`config.mk`:
```
export PLATFORM = sky130hd
export DESIGN_NAME = io_cycle_seq
export DESIGN_NICKNAME = d
export VERILOG_FILES = /design/src/rtl/io_cycle_seq.sv
export SDC_FILE = /design/constraint.sdc
export NUM_CORES = 1
export LEC_CHECK = 0
export ABC_AREA = 1
export CORE_MARGIN = 2
export CORE_UTILIZATION = 36
export CTS_CLUSTER_SIZE = 14
export DETAILED_ROUTE_END_ITERATION = 16
export GPL_TIMING_DRIVEN = 0
export PLACE_DENSITY = 0.66
export SETUP_SLACK_MARGIN = 0.15
export SLEW_MARGIN = 10
export SYNTH_ARGS = -nofsm -noshare
export SYNTH_HDL_FRONTEND = slang
export SYNTH_SLANG_ARGS = --single-unit
```
`constraint.sdc`:
```
create_clock -name CLK -period 1.7 [get_ports CLK]
set_clock_uncertainty 0.2 [all_clocks]
set_input_delay 0.34 -clock CLK [delete_from_list [all_inputs] [get_ports CLK]]
set_output_delay 0.34 -clock CLK [all_outputs]
set_load 0.02 [all_outputs]
```
`src/rtl/io_cycle_seq.sv`:
```
// io_cycle_seq: I/O bus-cycle sequencer for the 120 CPU board.
// Turns CPU AS/DS cycles into RDIO_n/WRIO_n, returns DTACK_n or BERR_n.
module io_cycle_seq #(
  parameter int unsigned TIMEOUT_CYCLES = 255,
  parameter int unsigned CNT_W          = 8
) (
  input  logic CLK,
  input  logic RESET_n,
  input  logic AS_n,
  input  logic UDS_n,
  input  logic LDS_n,
  input  logic RW,
  input  logic IOSEL,
  input  logic IOACK_n,
  output logic RDIO_n,
  output logic WRIO_n,
  output logic DTACK_n,
  output logic BERR_n
);

  typedef enum logic [1:0] {
    S_IDLE,
    S_STROBE,
    S_ACK,
    S_BERR
  } state_t;

  localparam logic [CNT_W-1:0] C_LAST =
    CNT_W'(TIMEOUT_CYCLES - 1);
  localparam logic [CNT_W-1:0] C_MAX = '1;

  logic r_as_meta;
  logic r_as_s;
  logic r_uds_meta;
  logic r_uds_s;
  logic r_lds_meta;
  logic r_lds_s;
  logic r_rw_meta;
  logic r_rw_s;

  state_t           r_state;
  logic [CNT_W-1:0] r_cnt;
  logic             r_rd;
  logic             r_wr;
  logic             r_dt;
  logic             r_be;

  state_t           w_state_nx;
  logic [CNT_W-1:0] w_cnt_nx;
  logic             w_rd_nx;
  logic             w_wr_nx;
  logic             w_dt_nx;
  logic             w_be_nx;
  logic             w_ds_s;
  logic             w_start;

  // Preset to 1 so a reset never looks like an active strobe.
  always_ff @(posedge CLK or negedge RESET_n) begin
    if (!RESET_n) begin
      r_as_meta  <= 1'b1;
      r_as_s     <= 1'b1;
      r_uds_meta <= 1'b1;
      r_uds_s    <= 1'b1;
      r_lds_meta <= 1'b1;
      r_lds_s    <= 1'b1;
      r_rw_meta  <= 1'b1;
      r_rw_s     <= 1'b1;
    end else begin
      r_as_meta  <= AS_n;
      r_as_s     <= r_as_meta;
      r_uds_meta <= UDS_n;
      r_uds_s    <= r_uds_meta;
      r_lds_meta <= LDS_n;
      r_lds_s    <= r_lds_meta;
      r_rw_meta  <= RW;
      r_rw_s     <= r_rw_meta;
    end
  end

  assign w_ds_s  = r_uds_s & r_lds_s;
  assign w_start = ~r_as_s & ~w_ds_s & IOSEL;

  always_comb begin
    w_state_nx = r_state;
    w_cnt_nx   = r_cnt;
    w_rd_nx    = r_rd;
    w_wr_nx    = r_wr;
    w_dt_nx    = r_dt;
    w_be_nx    = r_be;
    unique case (r_state)
      S_IDLE: begin
        if (w_start) begin
          w_state_nx = S_STROBE;
          w_cnt_nx   = '0;
          w_rd_nx    = ~r_rw_s;
          w_wr_nx    = r_rw_s;
        end
      end
      S_STROBE: begin
        if (r_cnt != C_MAX) begin
          w_cnt_nx = r_cnt + 1'b1;
        end
        // Abort beats acknowledge, acknowledge beats timeout.
        if (r_as_s) begin
          w_state_nx = S_IDLE;
          w_cnt_nx   = '0;
          w_rd_nx    = 1'b1;
          w_wr_nx    = 1'b1;
        end else if (!IOACK_n) begin
          w_state_nx = S_ACK;
          w_dt_nx    = 1'b0;
        end else if (r_cnt == C_LAST) begin
          w_state_nx = S_BERR;
          w_be_nx    = 1'b0;
          w_rd_nx    = 1'b1;
          w_wr_nx    = 1'b1;
        end
      end
      S_ACK: begin
        if (r_as_s) begin
          w_state_nx = S_IDLE;
          w_cnt_nx   = '0;
          w_dt_nx    = 1'b1;
          w_rd_nx    = 1'b1;
          w_wr_nx    = 1'b1;
        end
      end
      S_BERR: begin
        if (r_as_s) begin
          w_state_nx = S_IDLE;
          w_cnt_nx   = '0;
          w_be_nx    = 1'b1;
        end
      end
      default: begin
        w_state_nx = S_IDLE;
        w_cnt_nx   = '0;
        w_rd_nx    = 1'b1;
        w_wr_nx    = 1'b1;
        w_dt_nx    = 1'b1;
        w_be_nx    = 1'b1;
      end
    endcase
  end

  always_ff @(posedge CLK or negedge RESET_n) begin
    if (!RESET_n) begin
      r_state <= S_IDLE;
      r_cnt   <= '0;
      r_rd    <= 1'b1;
      r_wr    <= 1'b1;
      r_dt    <= 1'b1;
      r_be    <= 1'b1;
    end else begin
      r_state <= w_state_nx;
      r_cnt   <= w_cnt_nx;
      r_rd    <= w_rd_nx;
      r_wr    <= w_wr_nx;
      r_dt    <= w_dt_nx;
      r_be    <= w_be_nx;
    end
  end

  assign RDIO_n  = r_rd;
  assign WRIO_n  = r_wr;
  assign DTACK_n = r_dt;
  assign BERR_n  = r_be;

endmodule

```
-- Yosys cells after proc, flatten, opt, wreduce, memory -nomap -nowiden
Index checks and enable logic that the tools add are counted.
- bitwise gates (word level): 6
- muxes and demuxes: 26
- eq/ne operators: 17
- $add $sub $neg: 1
- reductions and logical operators: 10
- operators with widths (cell ; count):
    two-way mux 8 bit ; 4
    case mux 8 bit (3 select lines) ; 1
    != test 2 bit (second input constant) ; 7
    two-way mux 1 bit ; 11
    two-way mux 2 bit ; 5
    AND reduction 5 bit ; 2
    != test 3 bit (second input constant) ; 3
    adder 8 x 1 -> 8 bit (second input constant) ; 1
    equality test 8 bit (second input constant) ; 1
    != test 8 bit (second input constant) ; 1
    case mux 1 bit (3 select lines) ; 2
    case mux 2 bit (3 select lines) ; 1
    AND reduction 3 bit ; 2
    equality test 2 bit (second input constant) ; 2
    != test 4 bit (second input constant) ; 1
    case mux 1 bit (2 select lines) ; 2
    AND reduction 4 bit ; 1
    nonzero test 2 bit ; 2
    AND 1 bit ; 3
    NOT 1 bit ; 3
    nonzero test 3 bit ; 1
    equality test 2 x 1 -> 1 bit (second input constant) ; 1
    zero test 2 bit ; 1
    != test 2 x 1 -> 1 bit (second input constant) ; 1
    OR reduction 2 bit ; 1
- output and inout port bits: 4
- input bits: 8
- register bits after elaboration: 22

-- Depth between registers and ports, before layout
- word-level depth: 6
- gate-level depth with buffers: 9
- mapped depth without buffers: 8

-- Least setup slack after synthesis
Ideal clock, no wire load.
- path kind: reg2reg
- start point: register r_state[1]
- end point: register r_cnt[4]
- period minus slack after synthesis: 1603 ps
- cell stages (with the launch flop): 9
- arrival: 1326 ps
- setup time: 76 ps
- slack: 97 ps
- cell sequence: dfrtp_1 > inv_1 > ha_1 > nand2_4 > nor2_1 > nand2_1 > nand2_2 > nand2_1 > o21ai_1
- longest elaborated chain between the ends: 4
- elaborated cells between the ends (all ways): 10
- ends and longest elaborated chain (item ; RTL line ; RTL):
    start, declared ; 41 ; state_t r_state;
    start signal, assigned ; 155 ; r_state <= w_state_nx;
    equality test 2 bit ; 90 ; unique case (r_state)
    OR reduction 2 bit (no line) ; n/a ;
    != test 2 x 1 -> 1 bit (no line) ; n/a ;
    AND reduction 3 bit (no line) ; n/a ;
    end signal, assigned ; 156 ; r_cnt <= w_cnt_nx;
    end, declared ; 42 ; logic [CNT_W-1:0] r_cnt;
Several ways; a longest one is shown, not always the timed one.
A chain may end at the register's enable or synchronous reset.

-- Worst setup path in the final report
- start point: register r_cnt[5]
- end point: register r_wr, in the netlist WRIO_n
- longest elaborated chain between the ends: 3
- ends and longest elaborated chain (item ; RTL line ; RTL):
    equality test 8 bit ; 112 ; end else if (r_cnt == C_LAST) begin
    != test 3 bit (no line) ; n/a ;
    AND reduction 5 bit (no line) ; n/a ;
    end signal, assigned ; 158 ; r_wr <= w_wr_nx;
    end, declared ; 44 ; logic r_wr;
Every way passes these cells.

==> flow_metrics.tcl <==
set metrics [dict create \
    worst_ep_arrival_time_ns 1.63 \
    hold_buffers 0 \
    power_frac_seq 0.334 \
    power_uw 2210 \
    synthCells 148 \
    avgSynthCellArea_um2 8.15 \
    port_buffers 11 \
    yosys_register_bits 22 \
    synth_top_family_by_area "simple AND/OR/NAND/NOR gates" \
    comb_power_share 0.481 \
    largest_reg_flops 8 \
    vias 1070 \
    required_ns 1.76 \
    crit_chain "nand2_2 -> nor3_4 -> buf_6 -> nand3_4 -> nand2_4 -> nand2_4 -> nand2_1 -> nand2_1" \
    synth_xor_area_frac 0.00726 \
    worstSkewPairLatency_ns 0.32 \
    yosys.area_share.simple 0.332 \
    synth_mux_area_frac 0 \
    largest-register "r_cnt" \
    fin_crit_sh 0.921 \
    wl_mm 2.94 \
    placed_area_um2 1390 \
    die_y_um 61.9 \
    fin_area_um2 1700 \
    cts_tree "done" \
    p_int_uw 1330 \
    regArea_um2 569 \
    critPathMaxFanout 5 \
    die_area_um2 3830 \
    grt_max_degree 23 \
    synthAdderAreaFrac 0.0726 \
    failed_checks "hold timing" \
    crit_path_start_kind "flop" \
    gp_routability_congestion 0.848 \
    layout_min_cycle_time_ns 1.57 \
    hpwlAfterDp_mm 1.77 \
    yosysSeqAreaShare 0.469 \
    finalSetupViolations 0 \
    p_leak_uw 0.000776 \
    critical-path-top-delay-family "simple AND/OR/NAND/NOR gates" \
    min_path_type "primary input to asynchronous set/reset pin" \
    htreeDepth 1 \
    firstDrtPassIters 4 \
    preCtsSetupSlack_ns -0.147 \
    core_um2 3280 \
    p_sw_uw 875 \
    p_per_area_nw_per_um2 1300 \
    die_w_um 61.9 \
    synth_warnings 0 \
    path_clk_slew_ns 0.13 \
    rsz0062_at_grt "yes" \
    grt_antenna_before_repair 0 \
    whs_ns -0.0686 \
    multi_input_area_um2 733 \
    synth.distinct_cells 27 \
    grt_use_total 0.162 \
    rows 21 \
    max_slew_margin 0.375 \
    max_stage_delay_ns 0.47 \
    syn_nets 163 \
    ant_nets 0 \
    first_global_vias 1009 \
    slew_violations 0 \
    crit_type "flop to flop" \
    status "complete, but fails checks" \
    vias_per_cell 4.86 \
    sw_frac_of_total 0.396 \
    synthToLayoutAreaGrowth_pct 41.0 \
    fmax_ghz 0.639 \
    syn_area_um2 1210 \
    end_kind "flop" \
    root_buffer "clkbuf_4" \
    path_buf_inv 1 \
    maxCapViolCount 0 \
    cts_buffers 3 \
    clock_sinks 22 \
    fin_ws_ns 0.134 \
    n_fill_cell 300 \
    antennaDiodeCount 0 \
    avgRoutedWirePerCell_um 13.3 \
    hold_violations 10 \
    grt_pass1_wl_mm 4.44 \
    worst_slew_pin_slew_ns 0.936 \
    r2r_slack_ns 0.13 \
    crit_slowest_cell "dfrtp_1" \
    clock_power_share 0.185 \
    drive_above_1_share 0.420 \
    clk_path_buf_depth 2 \
    start_util 0.367 \
    nets 190 \
    ir_drop_uv 776 \
    synth_compound_area_frac 0.0560 \
    io_pins 12 \
    reg_top3 "r_cnt: 8 flops, r_state: 2 flops" \
    overflow 0 \
    remaining_drc_errors 0 \
    drt_iter0_markers 46 \
]
==> cell usage in the layout, fill, tap and decap left out, types with 3 or more instances in the layout <==
master	instances
ha_4	3
inv_2	5
nand3_2	4
clkbuf_4	3
ha_1	4
nand2_4	6
dfstp_2	12
inv_1	11
nand2_2	8
dfrtp_2	3
nor2_1	9
nand4_1	3
nor2_4	3
dfrtp_1	7
o21ai_1	4
clkdlybuf4s50_1	6
nand2_1	37
nand3_1	10
buf_6	7
buf_4	8
==> cell usage after synthesis <==
master | instances | share of area
a21oi_1 | 1 | 0.0041
a21oi_2 | 1 | 0.0073
and3_1 | 1 | 0.0052
buf_2 | 1 | 0.0041
clkbuf_2 | 1 | 0.0041
dfrtp_1 | 10 | 0.21
dfstp_2 | 12 | 0.26
ha_1 | 7 | 0.073
inv_1 | 15 | 0.047
inv_2 | 1 | 0.0031
inv_4 | 1 | 0.0052
nand2_1 | 49 | 0.15
nand2_2 | 1 | 0.0052
nand2_4 | 1 | 0.0093
nand3_1 | 14 | 0.058
nand3_2 | 2 | 0.017
nand4_1 | 3 | 0.016
nor2_1 | 12 | 0.037
nor3_1 | 2 | 0.0083
nor3_4 | 1 | 0.013
nor4_1 | 1 | 0.0052
o21ai_0 | 5 | 0.021
o21ai_1 | 1 | 0.0041
o21bai_1 | 2 | 0.012
o22a_1 | 1 | 0.0073
or2_2 | 1 | 0.0052
xor2_1 | 1 | 0.0073
==> worst paths after layout <==
check,from,to,cells after the start
max,r_cnt[5],WRIO_n,8
min,RESET_n,r_cnt[5],1
max reg2reg,r_cnt[5],WRIO_n,8
min reg2reg,r_as_meta,r_as_s,0
max in group asynchronous,RESET_n,r_state[0],1
min in group CLK,r_as_meta,r_as_s,0
==> per-layer routing <==
| layer | track usage | routed length, um | vias up |
|---|---|---|---|
| li1 | - | - | 523 |
| met3 | 0.0393 | 119 | 12 |
| met4 | 0.0729 | 99 | 0 |
| met1 | 0.190 | 1170 | 511 |
| met2 | 0.278 | 1550 | 24 |
| met5 | 0 | 0 | - |
==> layout make-up <==
cell class	count	area share
flip-flops and latches	22	0.335
inverters	17	0.0390
clock inverters	1	0.0177
multi-input cells	107	0.431
repair buffers	22	0.124
clock buffers	3	0.0132
well taps	46	0.0338
plain buffers	2	0.00589
==> what timing repair did <==
action | CTS | global route
pin swaps | 3 | 17
gates resized for setup | 39 | 35
setup buffers | 8 | 3
setup endpoints to repair | 16 | 18
==> per-stage QoR <==
| step | setup TNS [ns] | std cells | hold slack (ns) | util |
|---|---|---|---|---|
| floorplan | 0 | 148 | -0.156 | - |
| global placement | -0.957 | 205 | 0.146 | 0.422 |
| detailed placement | -1.80 | 205 | 0.147 | 0.422 |
| CTS | 0 | 217 | 0.165 | 0.475 |
| global route | 0 | 220 | 0.0123 | 0.518 |
| finish | 0 | 220 | -0.0686 | 0.518 |
==> power groups by stage <==
stage               Sequential [uW]  Clock, uW  Combinational (uW)
floorplan                       779          0                 469
global placement                732          0                 744
detailed placement              735          0                 765
CTS                             728        421                 917
global route                    751        442                1180
finish                          738        409                1060
==> logic make-up after synthesis <==
kind of cell    after synthesis
flops                        22
simple gates                 88
xor+xnor                      1
buf+inv                      19
fa+ha+maj                     7
compound gates               11
Power figures use the tool's default switching activity.
